<file path="src/rtl/noc_pkg.sv">
// Shared NoC link types: flit width, flit type and the sender's reset credit count.
// Imported by the link receiver, link sender and router stages.
package noc_pkg;
    localparam int FLIT_W       = 16;
    localparam int LINK_CREDITS = 4;

    typedef logic [FLIT_W-1:0] flit_t;
endpackage

</file>
<file path="src/rtl/noc_link_rx_if.sv">
// Link-side and router-side signals of the receive endpoint, bundled.
// slave: the receiver's view; master: the sender/router (or bench) view.
interface noc_link_rx_if #(
    parameter int FLIT_W = noc_pkg::FLIT_W
);
    logic              in_enable;
    logic [FLIT_W-1:0] in_data;
    logic              in_credit;
    logic              out_valid;
    logic [FLIT_W-1:0] out_data;
    logic              out_ready;
    logic              ovf_err;

    modport slave (
        input  in_enable, in_data, out_ready,
        output in_credit, out_valid, out_data, ovf_err
    );

    modport master (
        output in_enable, in_data, out_ready,
        input  in_credit, out_valid, out_data, ovf_err
    );
endinterface

</file>
<file path="src/rtl/noc_rx_fifo.sv">
// Generic DEPTH-entry first-word-fall-through FIFO; caller qualifies wr_en/rd_en.
// Latency: a write is visible on rd_dat the cycle after the edge if empty.
// Backpressure: none internally; full/empty are exported for the caller to gate.
module noc_rx_fifo #(
    parameter int W     = 16,
    parameter int DEPTH = 4
) (
    input  logic         clk,
    input  logic         rst,
    input  logic         wr_en,
    input  logic [W-1:0] wr_dat,
    input  logic         rd_en,
    output logic [W-1:0] rd_dat,
    output logic         full,
    output logic         empty
);
    localparam int AW = $clog2(DEPTH);

    logic [W-1:0]  mem [DEPTH];
    logic [AW-1:0] wr_ptr;
    logic [AW-1:0] rd_ptr;
    logic [AW:0]   count;

    // Storage is reset so the head reads as zero out of reset.
    always_ff @(posedge clk or posedge rst) begin
        if (rst) begin
            for (int i = 0; i < DEPTH; i++) mem[i] <= '0;
            wr_ptr <= '0;
            rd_ptr <= '0;
            count  <= '0;
        end else begin
            if (wr_en) begin
                mem[wr_ptr] <= wr_dat;
                wr_ptr      <= wr_ptr + 1'b1;
            end
            if (rd_en) rd_ptr <= rd_ptr + 1'b1;
            case ({wr_en, rd_en})
                2'b10:   count <= count + 1'b1;
                2'b01:   count <= count - 1'b1;
                default: count <= count;
            endcase
        end
    end

    assign rd_dat = mem[rd_ptr];
    assign full   = (count == (AW+1)'(DEPTH));
    assign empty  = (count == '0);
endmodule

</file>
<file path="src/rtl/noc_link_rx.sv">
// Credit-flow-controlled NoC link receiver; optional flit counter under NOC_RX_STATS_EN.
// Latency: flit on link at edge N is on out_data after edge N if buffer empty; credit 1 cycle after pop.
// Backpressure: out_ready stalls the head; sender is held off by credits, excess flits set ovf_err.
module noc_link_rx
    import noc_pkg::*;
#(
    parameter int FLIT_W = noc_pkg::FLIT_W,
    parameter int DEPTH  = LINK_CREDITS
) (
    input  logic               clk,
    input  logic               rst,
    noc_link_rx_if.slave       lnk
`ifdef NOC_RX_STATS_EN
    ,
    output logic [31:0]        flit_cnt
`endif
);
    logic              pop;
    logic              push_ok;
    logic              drop;
    logic              full;
    logic              empty;
    logic [FLIT_W-1:0] head;
    logic              credit_q;
    logic              ovf_q;

    noc_rx_fifo #(
        .W     (FLIT_W),
        .DEPTH (DEPTH)
    ) u_fifo (
        .clk    (clk),
        .rst    (rst),
        .wr_en  (push_ok),
        .wr_dat (lnk.in_data),
        .rd_en  (pop),
        .rd_dat (head),
        .full   (full),
        .empty  (empty)
    );

    // A full buffer still takes a flit when the head leaves on the same edge.
    assign pop     = ~empty & lnk.out_ready;
    assign push_ok = lnk.in_enable & (~full | pop);
    assign drop    = lnk.in_enable & full & ~pop;

    always_ff @(posedge clk or posedge rst) begin
        if (rst) begin
            credit_q <= 1'b0;
            ovf_q    <= 1'b0;
        end else begin
            credit_q <= pop;
            ovf_q    <= ovf_q | drop;
        end
    end

`ifdef NOC_RX_STATS_EN
    always_ff @(posedge clk or posedge rst) begin
        if (rst) begin
            flit_cnt <= '0;
        end else if (push_ok && (flit_cnt != 32'hFFFF_FFFF)) begin
            flit_cnt <= flit_cnt + 32'd1;
        end
    end
`endif

    assign lnk.in_credit = credit_q;
    assign lnk.ovf_err   = ovf_q;
    assign lnk.out_valid = ~empty;
    assign lnk.out_data  = head;
endmodule

</file>
<file path="src/flat_wrapper.sv">
// flat-port wrapper written by rule: the top's interface ports become plain ports
module noc_link_rx_flat import noc_pkg::*;
#(
    parameter int FLIT_W = noc_pkg::FLIT_W,
    parameter int DEPTH  = LINK_CREDITS
)
  (clk, rst, lnk_in_enable, lnk_in_data, lnk_out_ready, lnk_in_credit, lnk_out_valid, lnk_out_data, lnk_ovf_err);
  noc_link_rx_if #(.FLIT_W(FLIT_W)) lnk_i ();
  input  logic clk;
  input  logic rst;
  input wire logic [$bits(lnk_i.in_enable)-1:0] lnk_in_enable;
  input wire logic [$bits(lnk_i.in_data)-1:0] lnk_in_data;
  input wire logic [$bits(lnk_i.out_ready)-1:0] lnk_out_ready;
  output wire logic [$bits(lnk_i.in_credit)-1:0] lnk_in_credit;
  output wire logic [$bits(lnk_i.out_valid)-1:0] lnk_out_valid;
  output wire logic [$bits(lnk_i.out_data)-1:0] lnk_out_data;
  output wire logic [$bits(lnk_i.ovf_err)-1:0] lnk_ovf_err;
  assign lnk_i.in_enable = lnk_in_enable;
  assign lnk_i.in_data = lnk_in_data;
  assign lnk_i.out_ready = lnk_out_ready;
  assign lnk_in_credit = lnk_i.in_credit;
  assign lnk_out_valid = lnk_i.out_valid;
  assign lnk_out_data = lnk_i.out_data;
  assign lnk_ovf_err = lnk_i.ovf_err;
  noc_link_rx #(.FLIT_W(FLIT_W), .DEPTH(DEPTH)) u_core (.clk(clk), .rst(rst), .lnk(lnk_i));
endmodule
</file>
<file path="config.mk">
export PLATFORM = sky130hd
export DESIGN_NAME = noc_link_rx_flat
export DESIGN_NICKNAME = d
export VERILOG_FILES = /design/src/rtl/noc_pkg.sv /design/src/rtl/noc_link_rx_if.sv /design/src/rtl/noc_rx_fifo.sv /design/src/rtl/noc_link_rx.sv /design/src/flat_wrapper.sv
export SDC_FILE = /design/constraint.sdc
export NUM_CORES = 1
export LEC_CHECK = 0
export ABC_AREA = 1
export BUFFER_PORTS_ARGS = -buffer_cell sky130_fd_sc_hd__buf_4
export CAP_MARGIN = 15
export CELL_PAD_IN_SITES_DETAIL_PLACEMENT = 0
export CELL_PAD_IN_SITES_GLOBAL_PLACEMENT = 1
export CORE_ASPECT_RATIO = 0.5
export CORE_MARGIN = 4
export CORE_UTILIZATION = 30
export CTS_CLUSTER_DIAMETER = 40
export DETAILED_ROUTE_END_ITERATION = 12
export PLACE_DENSITY_LB_ADDON = 0.1
export SLEW_MARGIN = 20
export SYNTH_ARGS = -nofsm -noshare
export SYNTH_HDL_FRONTEND = slang
export SYNTH_SLANG_ARGS = --single-unit
export TNS_END_PERCENT = 10
</file>
<file path="constraint.sdc">
create_clock -name clk -period 2.6 [get_ports clk]
set_input_delay 0.52 -clock clk [delete_from_list [all_inputs] [get_ports clk]]
set_output_delay 0.52 -clock clk [all_outputs]
set_load 0.05 [all_outputs]
</file>
==> results of run 1 <==
power groups by stage:
stage          clock (uW)  combinational, uW  sequential, uW
6_report             1240               3390            1980
5_1_grt              1320               3720            2050
4_1_cts              1270               3420            1980
3_5_place_dp            0               3410            1990
3_3_place_gp            0               3370            1990
2_1_floorplan           0               2420            1920
cells in the mapped netlist:
library cell	number
nor2_2	2
xnor2_1	2
o22ai_1	16
inv_2	2
xor2_1	2
nand2_4	1
a31o_2	1
buf_1	6
nand3_1	3
nand4_1	64
nor2_1	32
buf_6	4
nand3_2	4
buf_4	5
clkbuf_1	7
inv_1	10
fa_1	1
o21ai_1	3
ha_1	5
nand2_1	139
buf_2	15
o21ai_0	31
dfrtp_1	73
state kept, by name, summed over array words and instances (netlist names):
| register | count |
|---|---|
| u_core.lnk.in_credit | 1 |
| u_core.lnk.ovf_err | 1 |
| u_core.u_fifo.count | 3 |
| u_core.u_fifo.mem | 64 |
| u_core.u_fifo.rd_ptr | 2 |
| u_core.u_fifo.wr_ptr | 2 |
cell usage in the layout (no fill, tap or decap):
master / count
nand2_1: 139
dfrtp_1: 73
nand4_1: 64
buf_4: 53
nor2_1: 32
o21ai_0: 31
o22ai_1: 16
inv_1: 9
clkbuf_16: 9
ha_1: 5
nand3_2: 4
inv_2: 3
nand3_1: 3
o21ai_1: 3
nor2_2: 2
xnor2_1: 2
xor2_1: 2
clkinvlp_4: 2
clkinv_2: 2
buf_12: 2
nand2_4: 1
a31o_2: 1
fa_1: 1
clkbuf_8: 1
bufinv_16: 1
clkbuf_1: 1
critical path, stage by stage, from the launching register on:
cell	delay, ps
dfrtp_1	500
inv_2	240
buf_12	210
o21ai_0	90
o22ai_1	210
buf_4	250
layout make-up:
| cell class | instances | share of cell area |
|---|---|---|
| multi-input cells | 306 | 0.351 |
| clock buffers | 11 | 0.0561 |
| well taps | 159 | 0.0460 |
| flip-flops and latches | 73 | 0.422 |
| repair buffers | 55 | 0.101 |
| inverters | 12 | 0.0104 |
| clock inverters | 5 | 0.0127 |
layer usage:
metal  track usage  vias up
li1              -     1518
met1         0.236     1557
met2         0.244       77
met3        0.0446        9
met4        0.0342        0
met5             0        -
how the worst min path moves through the flow:
stage / startpoint / to / cells after the start
finish: rst / u_core.u_fifo.wr_ptr[1] / 2
global route: rst / u_core.u_fifo.wr_ptr[1] / 2
CTS: rst / u_core.u_fifo.wr_ptr[1] / 2
detailed placement: u_core.u_fifo.mem[30] / u_core.u_fifo.mem[30] / 2
global placement: u_core.u_fifo.mem[19] / u_core.u_fifo.mem[19] / 2
floorplan: u_core.u_fifo.mem[16] / u_core.u_fifo.mem[16] / 2
metrics by stage:
stage / power (uW) / setup slack, ps / utilization / std cells / hold slack [ps]
after CTS: 6670 / 226 / 0.381 / 621 / 173
final: 6610 / 235 / 0.381 / 621 / 165
after floorplan: 4340 / 227 / - / 428 / 437
after global routing: 7090 / 83.1 / 0.381 / 621 / 185
after detailed placement: 5400 / 571 / 0.355 / 605 / 454
after global placement: 5350 / 601 / 0.355 / 605 / 452
logic make-up after synthesis:
family,share of synthesized area
buffers and inverters,0.0699
AOI/OAI and AO/OA,0.0776
and+or+nand+nor,0.312
adders and majority gates,0.0230
xor gates and xnor gates,0.00974
DFF,0.508
==> impl_metrics.tcl, run 1 <==
set metrics [dict create \
    cp_data_arrival_time_ps 1840 \
    grt_overflow_total 0 \
    antennaDiodeCount 0 \
    post-cts-setup-buffers 0 \
    syn_area_um2 3600 \
    layout.nets 483 \
    final_area_um2 4320 \
    powerDensity_nw_per_um2 1530 \
    worst-path-max-fanout 23 \
    grt_pass1_vias 3162 \
    hold_viol_final 0 \
    drive_gt1_frac 0.175 \
    crit_path_start "u_core.u_fifo.rd_ptr[0]" \
    leakagePower_uw 0.00216 \
    highest_layer "met4" \
    cts.path.max_buffers 2 \
    rr_worst_depth 8 \
    p_sw_uw 3140 \
    met2WireLength_um 4680 \
    endpoint "lnk_out_data[10]" \
    slew_headroom 0.510 \
    vdd_drop_max_v 0.000540 \
    power_frac_comb 0.513 \
    cts-root-buf "clkbuf_16" \
    clkPwrFrac 0.188 \
    dr.pass1.iters 5 \
    io_pins 39 \
    wire_per_inst_um 17.3 \
    min_period_ps 2360 \
    totalWireLength_um 10800 \
    post_cts_resized 0 \
    cp-end-kind "primary output" \
    initial_core_util 0.317 \
    io_buffers 38 \
    nFillCells 1194 \
    drv_cap 0 \
    rsz0062_at_grt "no" \
    path_class "reg2out" \
    drtIter0Drc 210 \
    drv_slew 0 \
    place.detailed.hpwl_um 6550 \
    multi_input_area_um2 1520 \
    route.detailed.drc 0 \
    yosys_register_bits 73 \
    clk_latency_ps 330 \
    die_x_um 163 \
    row_count 27 \
    place_congestion 0.745 \
    wl_met1_um 5330 \
    vias 3161 \
    r2r_setup_slack_ps 690 \
    synth.lib_cells_used.distinct 23 \
    cts.htree.levels 3 \
    r2r_start "u_core.u_fifo.count[0]" \
    die_h_um 85.4 \
    seqPwrFrac 0.300 \
    synth_nets 454 \
    routed_via_density 5.09 \
    track_usage 0.163 \
    avgSynthCellArea_um2 8.40 \
    status "completed" \
    grt_pass1_wl_um 17500 \
    met3_wirelength_um 664 \
    clock.fmax_mhz 423 \
    yosysSeqAreaShare 0.508 \
    tightestPinTransition_ps 735 \
    core_um2 11400 \
    cp.required_ps 2080 \
    seq_area_um2 1830 \
    cts_hold_buf 0 \
    switching_share 0.476 \
    ys_warn_count 0 \
    antenna_found_initial 0 \
    synth_area_leaders "dfrtp_1 (51%), nand2_1 (15%), nand4_1 (11%)" \
    grt_max_degree 71 \
    reg2reg_to "u_core.u_fifo.count[1]" \
    numCtsBuffers 9 \
    setup_violations 0 \
    finalCritPeriodShare 0.909 \
    syn_inst 428 \
    p_int_uw 3470 \
    finalSetupTns_ps 0 \
    hold_path_class "in2async" \
    finalClockSkew_ps 4.66 \
    startpoint_type "register" \
    place_area_um2 4030 \
    area_delta_synth_final_pct 20.3 \
    clock-sinks 73 \
    die_area_um2 13900 \
    yosysTopAreaCell "dfrtp_1" \
    cts_tree "built" \
    ant_nets 0 \
    synth_top_area_frac 0.508 \
    clkSlewWorstSetupHoldPaths_ps 60 \
]
No activity file was read; power rests on OpenSTA's default activity.
==> inputs of run 2 (changes only) <==
--- a/constraint.sdc
+++ b/constraint.sdc
@@ -3,2 +3,2 @@
 set_output_delay 0.52 -clock clk [all_outputs]
-set_load 0.05 [all_outputs]
+set_load 0.01 [all_outputs]
==> run 2 against run 1 <==
- total power is 12% lower
- worst setup slack improved by 88 ps
- routed wire length is 1.5% lower
- sequential cell count is the same
- via count down 0.92%
- global-route usage shrank 0.31 points
- register-to-register slack worse by 20 ps
- clock power up 6%
- clock skew rose by 2.6 ps
- maximum frequency is 3.9% higher
- critical path type unchanged
- largest power group unchanged
- highest routed layer unchanged
==> impl_metrics.tcl, run 2 (synthesis gave the netlist of run 1 again) <==
set metrics [dict create \
    cp_top_family "buffers and inverters" \
    grt_max_degree 74 \
    grt.busiest_layer "met2" \
    drv_cap 0 \
    final_common_cell "nand2_1" \
    crit_chain "inv_2 > o21ai_0 > o22ai_1 > buf_4" \
    place.detailed.hpwl_um 6110 \
    rr_worst_depth 8 \
    top_regs "u_core.u_fifo.mem: 64 flops, u_core.u_fifo.count: 3 flops" \
    p_sw_uw 2340 \
    switching_share 0.403 \
    finalSetupTns_ps 0 \
    leakagePower_uw 0.00214 \
    hold_path_class "in2async" \
    route.detailed.drc 0 \
    min_period_ps 2280 \
    cts_tree "built" \
    clkPwrFrac 0.224 \
    startpoint_type "register" \
    layout.nets 479 \
    met1_usage 0.230 \
    finalClockSkew_ps 7.29 \
    clk_latency_ps 320 \
    core_um2 11400 \
    antennaDiodeCount 0 \
    drive_gt1_frac 0.166 \
    r2r_setup_slack_ps 670 \
    io_buffers 38 \
    seqPwrFrac 0.333 \
    clkSlewWorstSetupHoldPaths_ps 60 \
    power_frac_comb 0.443 \
    clock.fmax_mhz 439 \
    nFillCells 1170 \
    wire_per_inst_um 17.2 \
    status "completed" \
    r2r_start "u_core.u_fifo.count[0]" \
    powerDensity_nw_per_um2 1360 \
    vias 3132 \
    hold_viol_final 0 \
    cts-root-buf "clkbuf_16" \
    cts.path.max_buffers 2 \
    ant_nets 0 \
    final_area_um2 4300 \
    post_cts_resized 0 \
    routed_via_density 5.08 \
    numCtsBuffers 9 \
    largest_reg_flops 64 \
    cp_data_arrival_time_ps 1760 \
    grt_pass1_wl_um 17400 \
    cp_num_cells 4 \
    vdd_drop_max_v 0.000643 \
    path_class "reg2out" \
    worst-path-buf-inv 2 \
    die_h_um 85.4 \
    antenna_found_initial 0 \
    cp-end-kind "primary output" \
    die_x_um 163 \
    io_pins 39 \
    cts_hold_buf 0 \
    reg2reg_to "u_core.u_fifo.count[1]" \
    slowest_delay_ps 490 \
    grt.met2_usage 0.241 \
    drv_slew 0 \
    clock-sinks 73 \
    initial_core_util 0.317 \
    layout_common_cells "nand2_1 (139), dfrtp_1 (73), nand4_1 (64)" \
    row_count 27 \
    use_met3 0.0417 \
    cts.htree.levels 3 \
    post-cts-setup-buffers 0 \
    die_area_um2 13900 \
    cp.required_ps 2080 \
    grt_overflow_total 0 \
    p_int_uw 3480 \
    drtIter0Drc 283 \
    track_usage 0.160 \
    tightestPinTransition_ps 741 \
    place_area_um2 3980 \
    place_congestion 0.792 \
    area_delta_synth_final_pct 19.5 \
    dr.pass1.iters 4 \
    top_register "u_core.u_fifo.mem" \
    worst-path-max-fanout 33 \
    slowest_stage "inv_2" \
    finalCritPeriodShare 0.876 \
    grt_pass1_vias 3180 \
    totalWireLength_um 10600 \
    rsz0062_at_grt "no" \
    setup_violations 0 \
    slew_headroom 0.506 \
]
## run 2: power by group through the flow
stage | logic [uW] | registers (uW) | clock network [uW]
after floorplan | 1680 | 1880 | 0
after global placement | 2570 | 1930 | 0
after detailed placement | 2630 | 1950 | 0
after CTS | 2630 | 1930 | 1350
after global routing | 2910 | 2000 | 1390
final | 2580 | 1940 | 1310
## run 2: metrics by stage
stage | worst slack (ps) | util | hold slack [ps] | std cells | total power (uW)
CTS | 329 | 0.379 | 299 | 617 | 5910
detailed placement | 545 | 0.351 | 453 | 601 | 4570
finish | 323 | 0.379 | 275 | 617 | 5820
floorplan | 227 | - | 437 | 428 | 3560
global placement | 617 | 0.351 | 448 | 601 | 4500
global route | 192 | 0.379 | 319 | 617 | 6310
## run 2: worst reg2reg max path, stage by stage (launching register included)
cell and delay [ps]:
dfrtp_1 410, nor2_2 220, nand2_1 100, nand2_1 150, inv_1 90, ha_1 200, inv_1 90, fa_1 410
o21ai_0 160
## run 2: cell type report
type | instances | area, um2 | share of cell area
multi-input cells | 306 | 1520 | 0.353
flip-flops and latches | 73 | 1830 | 0.425
inverters | 12 | 45.0 | 0.0105
clock inverters | 5 | 80.1 | 0.0186
well taps | 159 | 199 | 0.0463
repair buffers | 51 | 395 | 0.0920
clock buffers | 11 | 233 | 0.0542
## run 2: per-layer routing
metal / wire [um] / vias up
met1: 5070 / 1535
met5: 0 / -
met4: 58 / 0
met3: 718 / 4
li1: - / 1507
met2: 4760 / 86
## run 2: worst max-delay path by stage
stage,start,end,slack (ps)
2_1_floorplan,rst,u_core.lnk.in_credit,230
6_report,u_core.u_fifo.rd_ptr[0],lnk_out_data[7],320
4_1_cts,u_core.u_fifo.rd_ptr[0],lnk_out_data[7],330
5_1_grt,u_core.u_fifo.rd_ptr[0],lnk_out_data[2],190
3_5_place_dp,lnk_in_enable,u_core.u_fifo.count[1],540
3_3_place_gp,lnk_out_ready,u_core.u_fifo.count[2],620
